`src/rtl/arb_param_core_if.sv`:
```
// Arbiter request/grant bus: requests, mask and configuration in, registered grant out.
//   req      NUM_REQ            request vector, bit i = requester i
//   req_mask NUM_REQ            1 = requester blocked
//   arb_mode 2                  0 fixed-prio, 1 round-robin, 2 weighted RR, 3 disabled
//   prio_top IDX_W              highest-priority index in fixed-priority mode
//   weights  NUM_REQ*WEIGHT_W   field i = WRR weight of requester i
//   gnt      NUM_REQ            one-hot grant
//   gnt_vld  1                  grant present
//   gnt_idx  IDX_W              binary index of the granted requester
interface arb_param_core_if #(
    parameter int unsigned NUM_REQ  = 4,
    parameter int unsigned WEIGHT_W = 3
);
    localparam int unsigned IDX_W = $clog2(NUM_REQ);

    logic [NUM_REQ-1:0]          req;
    logic [NUM_REQ-1:0]          req_mask;
    logic [1:0]                  arb_mode;
    logic [IDX_W-1:0]            prio_top;
    logic [NUM_REQ*WEIGHT_W-1:0] weights;
    logic [NUM_REQ-1:0]          gnt;
    logic                        gnt_vld;
    logic [IDX_W-1:0]            gnt_idx;

    // Requester / config side
    modport master (
        output req, req_mask, arb_mode, prio_top, weights,
        input  gnt, gnt_vld, gnt_idx
    );

    // Arbiter side
    modport slave (
        input  req, req_mask, arb_mode, prio_top, weights,
        output gnt, gnt_vld, gnt_idx
    );
endinterface

```
`src/rtl/arb_param_core.sv`:
```
// Parametrised N-way arbiter: fixed priority with programmable top, round-robin,
// weighted round-robin and disabled modes, with per-requester masking.
//   clk  rising-edge clock
//   rst  synchronous active-high reset
//   bus  arb_param_core_if.slave: req/req_mask/arb_mode/prio_top/weights in,
//        registered gnt/gnt_vld/gnt_idx out (one arbitration per cycle)
module arb_param_core #(
    parameter int unsigned NUM_REQ  = 4,
    parameter int unsigned WEIGHT_W = 3
) (
    input logic             clk,
    input logic             rst,
    arb_param_core_if.slave bus
);
    localparam int unsigned IDX_W = $clog2(NUM_REQ);

    localparam logic [1:0] MODE_FIXED = 2'd0;
    localparam logic [1:0] MODE_RR    = 2'd1;
    localparam logic [1:0] MODE_WRR   = 2'd2;

    logic [NUM_REQ-1:0]  eff_req;
    logic [IDX_W-1:0]    rr_ptr_q, rr_ptr_d;
    logic [IDX_W-1:0]    owner_q, owner_d;
    logic [WEIGHT_W-1:0] credit_q, credit_d, credit_eff;
    logic [1:0]          mode_q;
    logic [NUM_REQ-1:0]  gnt_d;
    logic [IDX_W-1:0]    idx_d;
    logic [IDX_W-1:0]    top;
    logic [IDX_W:0]      fx_hit, rr_hit;
    logic [WEIGHT_W-1:0] wgt [NUM_REQ];

    // First set bit of r at or after start, wrapping; MSB of result = found
    function automatic logic [IDX_W:0] search(input logic [NUM_REQ-1:0] r,
                                              input logic [IDX_W-1:0]   start);
        logic [IDX_W:0] res;
        int unsigned    p;
        res = '0;
        for (int unsigned k = 0; k < NUM_REQ; k++) begin
            p = 32'(start) + k;
            if (p >= NUM_REQ) p = p - NUM_REQ;
            if (!res[IDX_W] && r[IDX_W'(p)]) res = {1'b1, IDX_W'(p)};
        end
        return res;
    endfunction

    function automatic logic [IDX_W-1:0] next_idx(input logic [IDX_W-1:0] i);
        if (32'(i) == NUM_REQ - 1) return '0;
        return i + IDX_W'(1);
    endfunction

    assign eff_req = bus.req & ~bus.req_mask;
    assign top     = (32'(bus.prio_top) >= NUM_REQ) ? '0 : bus.prio_top;
    assign fx_hit  = search(eff_req, top);
    assign rr_hit  = search(eff_req, rr_ptr_q);

    // Unpack weight fields; a zero weight behaves as one
    always_comb begin
        for (int unsigned k = 0; k < NUM_REQ; k++) begin
            wgt[k] = bus.weights[k*WEIGHT_W +: WEIGHT_W];
            if (wgt[k] == '0) wgt[k] = WEIGHT_W'(1);
        end
    end

    // Next grant and arbitration state
    always_comb begin
        rr_ptr_d   = rr_ptr_q;
        owner_d    = owner_q;
        credit_d   = credit_q;
        gnt_d      = '0;
        idx_d      = '0;
        // Any mode change forfeits outstanding WRR credit
        credit_eff = (bus.arb_mode != mode_q) ? '0 : credit_q;
        credit_d   = credit_eff;

        case (bus.arb_mode)
            MODE_FIXED: begin
                if (fx_hit[IDX_W]) begin
                    idx_d = fx_hit[IDX_W-1:0];
                    gnt_d = NUM_REQ'(1) << idx_d;
                end
            end
            MODE_RR: begin
                if (rr_hit[IDX_W]) begin
                    idx_d    = rr_hit[IDX_W-1:0];
                    gnt_d    = NUM_REQ'(1) << idx_d;
                    rr_ptr_d = next_idx(idx_d);
                end
            end
            MODE_WRR: begin
                if (credit_eff != '0 && eff_req[owner_q]) begin
                    idx_d    = owner_q;
                    gnt_d    = NUM_REQ'(1) << idx_d;
                    credit_d = credit_eff - WEIGHT_W'(1);
                end else if (rr_hit[IDX_W]) begin
                    // Owner gone or credit spent: re-arbitrate in the same cycle
                    idx_d    = rr_hit[IDX_W-1:0];
                    gnt_d    = NUM_REQ'(1) << idx_d;
                    credit_d = wgt[idx_d] - WEIGHT_W'(1);
                    owner_d  = idx_d;
                    rr_ptr_d = next_idx(idx_d);
                end
            end
            default: begin
                credit_d = '0;
            end
        endcase
    end

    // State and registered outputs
    always_ff @(posedge clk) begin
        if (rst) begin
            rr_ptr_q    <= '0;
            owner_q     <= '0;
            credit_q    <= '0;
            mode_q      <= '0;
            bus.gnt     <= '0;
            bus.gnt_vld <= 1'b0;
            bus.gnt_idx <= '0;
        end else begin
            rr_ptr_q    <= rr_ptr_d;
            owner_q     <= owner_d;
            credit_q    <= credit_d;
            mode_q      <= bus.arb_mode;
            bus.gnt     <= gnt_d;
            bus.gnt_vld <= |gnt_d;
            bus.gnt_idx <= idx_d;
        end
    end
endmodule

```
`src/flat_wrapper.sv`:
```
// flat-port wrapper written by rule: the top's interface ports become plain ports
module arb_param_core_flat 
#(
    parameter int unsigned NUM_REQ  = 4,
    parameter int unsigned WEIGHT_W = 3
)
  (clk, rst, bus_req, bus_req_mask, bus_arb_mode, bus_prio_top, bus_weights, bus_gnt, bus_gnt_vld, bus_gnt_idx);
  arb_param_core_if #(.NUM_REQ(NUM_REQ), .WEIGHT_W(WEIGHT_W)) bus_i ();
  input logic clk;
  input logic rst;
  input wire logic [$bits(bus_i.req)-1:0] bus_req;
  input wire logic [$bits(bus_i.req_mask)-1:0] bus_req_mask;
  input wire logic [$bits(bus_i.arb_mode)-1:0] bus_arb_mode;
  input wire logic [$bits(bus_i.prio_top)-1:0] bus_prio_top;
  input wire logic [$bits(bus_i.weights)-1:0] bus_weights;
  output wire logic [$bits(bus_i.gnt)-1:0] bus_gnt;
  output wire logic [$bits(bus_i.gnt_vld)-1:0] bus_gnt_vld;
  output wire logic [$bits(bus_i.gnt_idx)-1:0] bus_gnt_idx;
  assign bus_i.req = bus_req;
  assign bus_i.req_mask = bus_req_mask;
  assign bus_i.arb_mode = bus_arb_mode;
  assign bus_i.prio_top = bus_prio_top;
  assign bus_i.weights = bus_weights;
  assign bus_gnt = bus_i.gnt;
  assign bus_gnt_vld = bus_i.gnt_vld;
  assign bus_gnt_idx = bus_i.gnt_idx;
  arb_param_core #(.NUM_REQ(NUM_REQ), .WEIGHT_W(WEIGHT_W)) u_core (.clk(clk), .rst(rst), .bus(bus_i));
endmodule
```
`config.mk`:
```
export PLATFORM = sky130hd
export DESIGN_NAME = arb_param_core_flat
export DESIGN_NICKNAME = d
export VERILOG_FILES = /design/src/rtl/arb_param_core_if.sv /design/src/rtl/arb_param_core.sv /design/src/flat_wrapper.sv
export SDC_FILE = /design/constraint.sdc
export NUM_CORES = 1
export LEC_CHECK = 0
export BUFFER_PORTS_ARGS = -buffer_cell sky130_fd_sc_hd__buf_4
export CAP_MARGIN = 20
export CORE_UTILIZATION = 35
export DETAILED_ROUTE_END_ITERATION = 8
export PLACE_DENSITY_LB_ADDON = 0.05
export SLEW_MARGIN = 20
export SYNTH_ARGS = -nofsm -noshare
export SYNTH_HDL_FRONTEND = slang
export SYNTH_SLANG_ARGS = --single-unit
export TNS_END_PERCENT = 20
```
`constraint.sdc`:
```
create_clock -name clk -period 3.5 [get_ports clk]
set_input_delay 0.7 -clock clk [delete_from_list [all_inputs] [get_ports clk]]
set_output_delay 0.7 -clock clk [all_outputs]
set_load 0.05 [all_outputs]
```
==> results.toml <==
[logic_synthesis]
ys_warn_count = 0
yosys-top-cells-count = "nor2_1 (24), dfxtp_1 (16), nand2_1 (13)"
yosysSeqAreaShare_pct = 24.6
yosys.area.top_type_share_pct = 24.6
syn-num-nets = 196
netlist-cell-type-count = 50
yosysTopAreaCell = "dfxtp_1"
synthCells = 163
syn_avg_cell_area_sq_um = 7.99
synth_edf_count = 0
ys.flop_type = "dfxtp_1"
synth-seq-cells = 16
synth.area.top_cells = "dfxtp_1 (25%), nor2_1 (6.9%), ha_1 (6.7%)"
yosysMostFrequentCell = "nor2_1"
synthArstFlopShare_pct = 0
syn_area_sq_mm = 0.00130

[clock_tree]
cts_num_sinks = 16
cts_hold_buf = 0
cts_tree = "built"
cts_inserted_buffers = 3
cts-resized-gates = 0
clock_latency_ns = 0.26
cts_buffer_depth = 2
cts.clk_slew.worst_paths_ns = 0.07
cts-root-buf = "clkbuf_8"
cts_setup_buffers = 0
cts_max_level = 1

[power_and_ir_drop]
p_switching_mw = 0.175
power_per_cell_area_mw_per_mm2 = 328
switching_share_pct = 32.0
seqPwrFrac_pct = 36.4
intPower_mw = 0.372
clock_power_share_pct = 30.6
power_mw = 0.546
combPwrFrac_pct = 33.1
irDropWorstVdd_mv = 0.117
leakagePower_nw = 0.704

[routing]
dr.pass1.iters = 4
first_iter_violations = 46
routedWlPerCell_microns = 14.0
final_antenna_net_count = 0
drc = 0
wirelength_microns = 3440
vias = 1353
avgViaCountPerCell = 5.52

[outcome]
status = "completed"

[timing]
holdWs_ns = 0.593
fin_crit_ns = 2.96
setup_violations = 0
rsz0062_at_grt = "no"
tightest_slew_ns = 0.749
clock-skew-final_ns = 0.00909
hold_violations = 0
slew_violations = 0
slew_headroom_pct = 49.6
fmax_mhz = 338
period_share_pct = 84.6
tns_ns = 0

[global_routing]
grt_pass1_wl_microns = 5950
grt_pass1_vias = 1306
grt_max_degree = 13
antenna_found_initial = 0
gr-total-overflow = 0
grt_use_total_pct = 18.6

[worst_setup_path]
reg2reg_slack_ns = 0.75
cp.arrival_ns = 3.10
timing.critical_path.to_type = "flip-flop"
cp-start-kind = "input port"
path_max_fanout = 10
worstSetupPathType = "in2reg"
worstPathRequired_ns = 3.64

[placed_design]
io_buffer_count = 32
dpl_cell_area_sq_mm = 0.00161
dp_hpwl_microns = 2750
gp_congestion = 0.810

[floorplan]
die_w_microns = 63.0
dieArea_sq_mm = 0.00397
ioPinCount = 33
initial_utilization_pct = 37.8
core_sq_mm = 0.00344
die_h_microns = 63.0
rows = 21

[cells_and_area]
final_area_sq_mm = 0.00166
seqCellArea_sq_um = 320
nFillCells = 358
synthToLayoutAreaGrowth_pct = 27.7
nNetsFinal = 233
diodes = 0
drive_above_1_share_pct = 25.6
multi_input_area_sq_um = 948

[job]
maxCapViolations = 0

[min_path]
holdCritPathClass = "reg2reg"
layout make-up:
| cell class | count | area share, % |
|---|---|---|
| Tap cell | 46 | 3.46 |
| Sequential cell | 16 | 19.3 |
| Clock buffer | 4 | 3.31 |
| Inverter | 7 | 1.58 |
| Timing Repair Buffer | 34 | 15.3 |
| Multi-Input combinational cell | 138 | 57.0 |
per-layer routing:
layer / global-route usage (%) / part of all wire, % / up-vias
met4: 4.65 / 1.0 / 0
li1: - / - / 668
met2: 34.0 / 49 / 44
met5: 0 / 0 / -
met1: 22.7 / 45 / 636
met3: 2.01 / 4.8 / 5
flip-flops by register name (all words and copies together), names as in the netlist:
signal,count
u_core.owner_q,2
u_core.credit_q,3
u_core.bus.gnt_vld,1
u_core.mode_q,2
u_core.bus.gnt,4
u_core.bus.gnt_idx,2
u_core.rr_ptr_q,2
per-stage QoR:
stage / cells / setup WS, ns / utilization [%]
after floorplan: 163 / 0.592 / -
after global placement: 241 / 0.363 / 46.7
after detailed placement: 241 / 0.252 / 46.7
after CTS: 245 / 0.513 / 48.3
after global routing: 245 / 0.334 / 48.3
final: 245 / 0.539 / 48.3
cell families (layout without fill, tap and decap cells):
kind of cell               after synthesis  after routing  synth area share, %
AOI/OAI and AO/OA                       40             40                 21.7
xor gates and xnor gates                 2              2                 1.35
adders and majority gates                7              7                 6.72
buffers and inverters                    9             45                 2.59
DFF                                     16             16                 24.6
muxes                                   11             11                 9.99
and+or+nand+nor                         78             78                 33.0
worst max-delay path: stages:
cell and delay, ns:
buf_4 0.12, nand2b_1 0.19, nor4_1 0.65, nor3_4 0.20, mux2_2 0.27, o21ai_0 0.08
ha_1 0.24, or3_1 0.37, a21oi_1 0.19, o32ai_2 0.09
power by group through the flow:
| stage | clock network (mW) | logic [mW] | registers, mW |
|---|---|---|---|
| floorplan | 0 | 0.103 | 0.214 |
| global placement | 0 | 0.177 | 0.202 |
| detailed placement | 0 | 0.179 | 0.202 |
| CTS | 0.167 | 0.180 | 0.198 |
| global route | 0.177 | 0.199 | 0.200 |
| finish | 0.167 | 0.181 | 0.199 |
cells in the final DEF (no fill, tap or decap), types with 4 or more instances in the layout:
| cell | netlist | layout |
|---|---|---|
| nand3_1 | 4 | 4 |
| mux2i_1 | 7 | 7 |
| ha_1 | 7 | 7 |
| o21ai_0 | 6 | 6 |
| a31oi_1 | 5 | 5 |
| nand2_1 | 13 | 13 |
| inv_1 | 6 | 6 |
| clkbuf_8 | 0 | 4 |
| buf_4 | 0 | 34 |
| nor3_1 | 6 | 6 |
| a21oi_1 | 10 | 10 |
| nand2b_1 | 7 | 7 |
| dfxtp_1 | 16 | 16 |
| nor2b_1 | 4 | 4 |
| nor2_1 | 24 | 24 |
path summary, 6_finish.rpt:
| kind | cells past startpoint | end | start |
|---|---|---|---|
| max | 10 | u_core.credit_q[2] | bus_req_mask[0] |
| min | 2 | u_core.rr_ptr_q[1] | u_core.rr_ptr_q[1] |
| max reg2reg | 9 | u_core.credit_q[2] | u_core.rr_ptr_q[1] |
| min reg2reg | 2 | u_core.rr_ptr_q[1] | u_core.rr_ptr_q[1] |
Note: power is estimated with default switching activity, not from simulation.
